$ cat src/rtl/uart_receiver.sv
// UART receive FSM: 2-flop synchronizer, mid-bit sampling of 8N-even-parity-1 frames,
// FIFO write strobe plus one-cycle parity/frame/overrun pulses.
module uart_receiver #(
  parameter int unsigned CLOCK_FREQ = 50_000_000,
  parameter int unsigned BAUD       = 9600
) (
  input  logic       clk,
  input  logic       rst,
  input  logic       receive_wire,
  input  logic       fifo_full,
  output logic       fifo_write,
  output logic [7:0] data_out,
  output logic       parity_error,
  output logic       frame_error,
  output logic       overrun,
  output logic       state_busy
);
  localparam int unsigned CPB  = CLOCK_FREQ / BAUD;
  localparam int unsigned HALF = CPB / 2;
  localparam logic [31:0] CPB_M1  = 32'(CPB - 1);
  localparam logic [31:0] HALF_M1 = 32'(HALF - 1);

  typedef enum logic [2:0] {IDLE, START, DATA, PARITY, STOP} state_e;

  logic [1:0]  sync_q;
  state_e      state_q, state_d;
  logic [31:0] cnt_q, cnt_d;
  logic [2:0]  bit_idx_q, bit_idx_d;
  logic [7:0]  shift_q, shift_d;
  logic        par_q, par_d;
  logic        wr_q, wr_d;
  logic [7:0]  dout_q, dout_d;
  logic        perr_q, perr_d;
  logic        ferr_q, ferr_d;
  logic        ovr_q, ovr_d;
  logic        rx_s;

  assign rx_s = sync_q[1];

  // Synchronizer idles high so reset never looks like a start bit.
  always_ff @(posedge clk or posedge rst) begin
    if (rst) sync_q <= 2'b11;
    else     sync_q <= {sync_q[0], receive_wire};
  end

  always_ff @(posedge clk or posedge rst) begin
    if (rst) begin
      state_q   <= IDLE;
      cnt_q     <= '0;
      bit_idx_q <= '0;
      shift_q   <= '0;
      par_q     <= 1'b0;
      wr_q      <= 1'b0;
      dout_q    <= '0;
      perr_q    <= 1'b0;
      ferr_q    <= 1'b0;
      ovr_q     <= 1'b0;
    end else begin
      state_q   <= state_d;
      cnt_q     <= cnt_d;
      bit_idx_q <= bit_idx_d;
      shift_q   <= shift_d;
      par_q     <= par_d;
      wr_q      <= wr_d;
      dout_q    <= dout_d;
      perr_q    <= perr_d;
      ferr_q    <= ferr_d;
      ovr_q     <= ovr_d;
    end
  end

  always_comb begin
    state_d   = state_q;
    cnt_d     = cnt_q + 32'd1;
    bit_idx_d = bit_idx_q;
    shift_d   = shift_q;
    par_d     = par_q;
    wr_d      = 1'b0;
    dout_d    = dout_q;
    perr_d    = 1'b0;
    ferr_d    = 1'b0;
    ovr_d     = 1'b0;
    case (state_q)
      IDLE: begin
        cnt_d     = '0;
        bit_idx_d = '0;
        if (!rx_s) state_d = START;
      end
      START: begin
        if (cnt_q == HALF_M1) begin
          cnt_d   = '0;
          state_d = rx_s ? IDLE : DATA;
        end
      end
      DATA: begin
        if (cnt_q == CPB_M1) begin
          cnt_d              = '0;
          shift_d[bit_idx_q] = rx_s;
          bit_idx_d          = bit_idx_q + 3'd1;
          if (bit_idx_q == 3'd7) state_d = PARITY;
        end
      end
      PARITY: begin
        if (cnt_q == CPB_M1) begin
          cnt_d   = '0;
          par_d   = rx_s;
          state_d = STOP;
        end
      end
      STOP: begin
        // Leave mid-stop-bit so a back-to-back start edge is caught on time.
        if (cnt_q == CPB_M1) begin
          cnt_d   = '0;
          state_d = IDLE;
          if (!rx_s)                 ferr_d = 1'b1;
          else if (^{shift_q, par_q}) perr_d = 1'b1;
          else if (fifo_full)        ovr_d  = 1'b1;
          else begin
            wr_d   = 1'b1;
            dout_d = shift_q;
          end
        end
      end
      default: begin
        state_d = IDLE;
        cnt_d   = '0;
      end
    endcase
  end

  assign fifo_write   = wr_q;
  assign data_out     = dout_q;
  assign parity_error = perr_q;
  assign frame_error  = ferr_q;
  assign overrun      = ovr_q;
  assign state_busy   = (state_q != IDLE);
endmodule

$ cat config.mk
export PLATFORM = sky130hd
export DESIGN_NAME = uart_receiver
export DESIGN_NICKNAME = d
export VERILOG_FILES = /design/src/rtl/uart_receiver.sv
export SDC_FILE = /design/constraint.sdc
export NUM_CORES = 1
export LEC_CHECK = 0
export ABC_AREA = 1
export CAP_MARGIN = 20
export CORE_MARGIN = 2
export CORE_UTILIZATION = 30
export CTS_BUF_LIST = sky130_fd_sc_hd__clkbuf_2
export CTS_CLUSTER_DIAMETER = 40
export DETAILED_ROUTE_END_ITERATION = 7
export PLACE_DENSITY = 0.44
export SKIP_CTS_REPAIR_TIMING = 1
export SLEW_MARGIN = 20
export SYNTH_ARGS = -nofsm -noshare
export SYNTH_HDL_FRONTEND = slang
export SYNTH_SLANG_ARGS = --single-unit
export TNS_END_PERCENT = 100
$ cat constraint.sdc
create_clock -name clk -period 2.15 [get_ports clk]
set_clock_uncertainty 0.15 [all_clocks]
set_input_delay 0.43 -clock clk [delete_from_list [all_inputs] [get_ports clk]]
set_output_delay 0.43 -clock clk [all_outputs]
set_load 0.02 [all_outputs]
==> impl_metrics.json <==
{
  "status": "completed",
  "drive_gt1_frac": 0.119,
  "fin_hold_ws_ns": 0.141,
  "cts_inserted_buffers": 9,
  "clock_sinks": 61,
  "synth_top_area_share": 0.424,
  "remaining_drc_errors": 0,
  "cp_slowest_cell": "clkdlybuf4s50_1",
  "hold_path_class": "in -> reg",
  "worstPathArrival_ns": 1.48,
  "route.vias.total": 3199,
  "period_minus_slack_ns": 2.06,
  "worstPathRequired_ns": 1.57,
  "overflow": 0,
  "clk_pin_slew_ns": 0.17,
  "diodes": 0,
  "dieArea_um2": 12500,
  "yosysUniqueCellTypes": 32,
  "hold_viol": 0,
  "setup_violations": 0,
  "initial_utilization": 0.306,
  "fill_cells": 1201,
  "fmax_mhz": 485,
  "dp_hpwl_um": 6690,
  "ys_ff_latch": 61,
  "max-cap-violations": 0,
  "holdPathStages": 1,
  "syn_to_final_growth_pct": 21.0,
  "num_io_pins": 17,
  "vdd.ir_drop.worst_v": 0.000180,
  "r2r_setup_slack_ns": 0.11,
  "reg2reg_to": "data_out[6]",
  "io_buffers": 16,
  "hold_start": "receive_wire",
  "clk_latency_ns": 0.53,
  "tightest_slew_ns": 0.418,
  "synth_warnings": 0,
  "row_count": 39,
  "grt_pass1_wl_um": 15200,
  "grt_max_degree": 35,
  "power_density_nw_per_um2": 453,
  "drtAntennaViolNets": 0,
  "wl_per_cell_um": 13.5,
  "drt_wl_total_um": 9090,
  "grt_pass1_vias": 3051,
  "antenna_found_initial": 0,
  "postSynthCellCount": 478,
  "hold_path_end": "sync_q[0]",
  "synthTopCellsByArea": "dfrtp_1 42%, nand2_1 13%, nor2_1 9.4%",
  "layout_commonest_cell": "nand2_1",
  "drtIter0Drc": 193,
  "final_cell_mix": "118 x nand2_1, 82 x nor2_1, 59 x dfrtp_1",
  "synth_top_area_cell": "dfrtp_1",
  "syn-num-nets": 485,
  "crit_buf_inv": 1,
  "layout_setup_ws_ns": 0.0891,
  "final.period_utilization": 0.959,
  "pre_cts_ws_ns": 0.0413,
  "path_depth": 1,
  "finalNetCount": 531,
  "cts-root-buf": "clkbuf_2",
  "crit_chain": "clkdlybuf4s50_1",
  "die_w_um": 112,
  "synth_area_per_cell_um2": 7.28,
  "post_drt_via_cell_ratio": 4.76,
  "rsz0062_at_grt": "yes",
  "p_leak_nw": 2.14,
  "syn_area_um2": 3480,
  "relSlewSlack": 0.720,
  "path_class": "reg -> out",
  "grtUsageTotal": 0.153,
  "dpl.cell_count": 644,
  "htree_levels": 3,
  "critPathMaxFanout": 1,
  "cp-end-kind": "primary output",
  "max_stage_delay_ns": 0.59,
  "ys_seq_area_frac": 0.440,
  "gp_congestion": 0.845,
  "stdcell_count": 672,
  "core-area_um2": 11400,
  "cts_tree": "done",
  "critPathTopFamily": "buffers and inverters",
  "report.final.slew_viol_count": 0,
  "r2r-start": "cnt_q[0]",
  "r2r.worst_path.cells": 12,
  "die_y_um": 112,
  "cts_buffer_depth": 2,
  "drtPass1Iterations": 5,
  "cp-start-kind": "flop"
}
## per-layer routing
metal / share of wire / vias to the layer above / global-route usage
met3: 0.040 / 20 / 0.0261
met1: 0.49 / 1483 / 0.216
met2: 0.44 / 75 / 0.226
met5: 0 / - / 0
li1: - / 1621 / -
met4: 0.030 / 0 / 0.0749
## how the worst max path moves through the flow
stage          slack [ns]  startpoint      endpoint
3_5_place_dp         0.04    cnt_q[0]   data_out[6]
3_3_place_gp         0.13    cnt_q[0]   data_out[5]
5_1_grt             -0.05    cnt_q[0]   data_out[6]
4_1_cts             -0.35  state_q[2]    state_busy
2_1_floorplan        0.06         rst  bit_idx_q[0]
6_report             0.09     overrun       overrun
## state kept, by name (all words and copies together) (netlist names)
register      flops
cnt_q            32
data_out          8
shift_q           8
bit_idx_q         3
state_q           3
sync_q            2
fifo_write        1
frame_error       1
overrun           1
par_q             1
parity_error      1
## power by group
part           leakage (nW)  total [mW]  switching [mW]  internal, mW
registers             0.831        1.15         0.00220          1.15
clock network        0.0710       0.711           0.440         0.271
logic                  1.23      0.0404          0.0289        0.0115
total                  2.14        1.91           0.471          1.43
## cells in the mapped netlist
cell        n
dfrtp_1    59
buf_6       1
nand3_2     1
inv_1      58
nor2_4      2
and3_1      1
nand2_2     4
nand4_1    17
a21oi_1     9
nand3_1    45
xor2_1     12
nor2_1     87
clkinv_1    2
nand3b_1    1
nor3_1     22
buf_4       1
dfstp_2     2
nor3_2      1
buf_2       2
or2_2       2
nor2_8      1
o21ai_0     7
inv_2       1
nor2_2      2
xnor2_1     9
o31ai_1     1
nor4_1      2
o21ai_1     2
ha_1        3
nand2_1   119
nand2_4     1
nor3b_1     1
## cell families (layout without fill, tap and decap cells)
family / after synthesis / count (layout) / share of synthesized area
flip-flops: 61 / 61 / 0.440
AND/OR/NAND/NOR: 309 / 311 / 0.395
adder cells (fa/ha/maj): 3 / 3 / 0.0108
AO/OA/AOI/OAI: 19 / 19 / 0.0281
XOR/XNOR: 21 / 21 / 0.0529
buffers and inverters: 65 / 114 / 0.0741
## stage by stage
step | setup TNS, ns | area, um2 | utilization | total power, mW
2_1_floorplan | 0 | 3480 | - | 1.19
3_3_place_gp | 0 | 3900 | 0.343 | 1.22
3_5_place_dp | 0 | 3900 | 0.343 | 1.22
4_1_cts | -0.377 | 4010 | 0.352 | 1.94
5_1_grt | -0.309 | 4210 | 0.370 | 2.01
6_report | 0 | 4210 | 0.370 | 1.91
## final cells by class
type | count | area [um2] | area share
sequential | 61 | 1530 | 0.363
multi-input combinational | 354 | 1750 | 0.416
inverter | 61 | 229 | 0.0544
clock inverter | 5 | 51.3 | 0.0122
tap | 143 | 179 | 0.0425
timing repair buffer | 37 | 415 | 0.0987
clock buffer | 11 | 55.1 | 0.0131
Power figures use the tool's default switching activity.
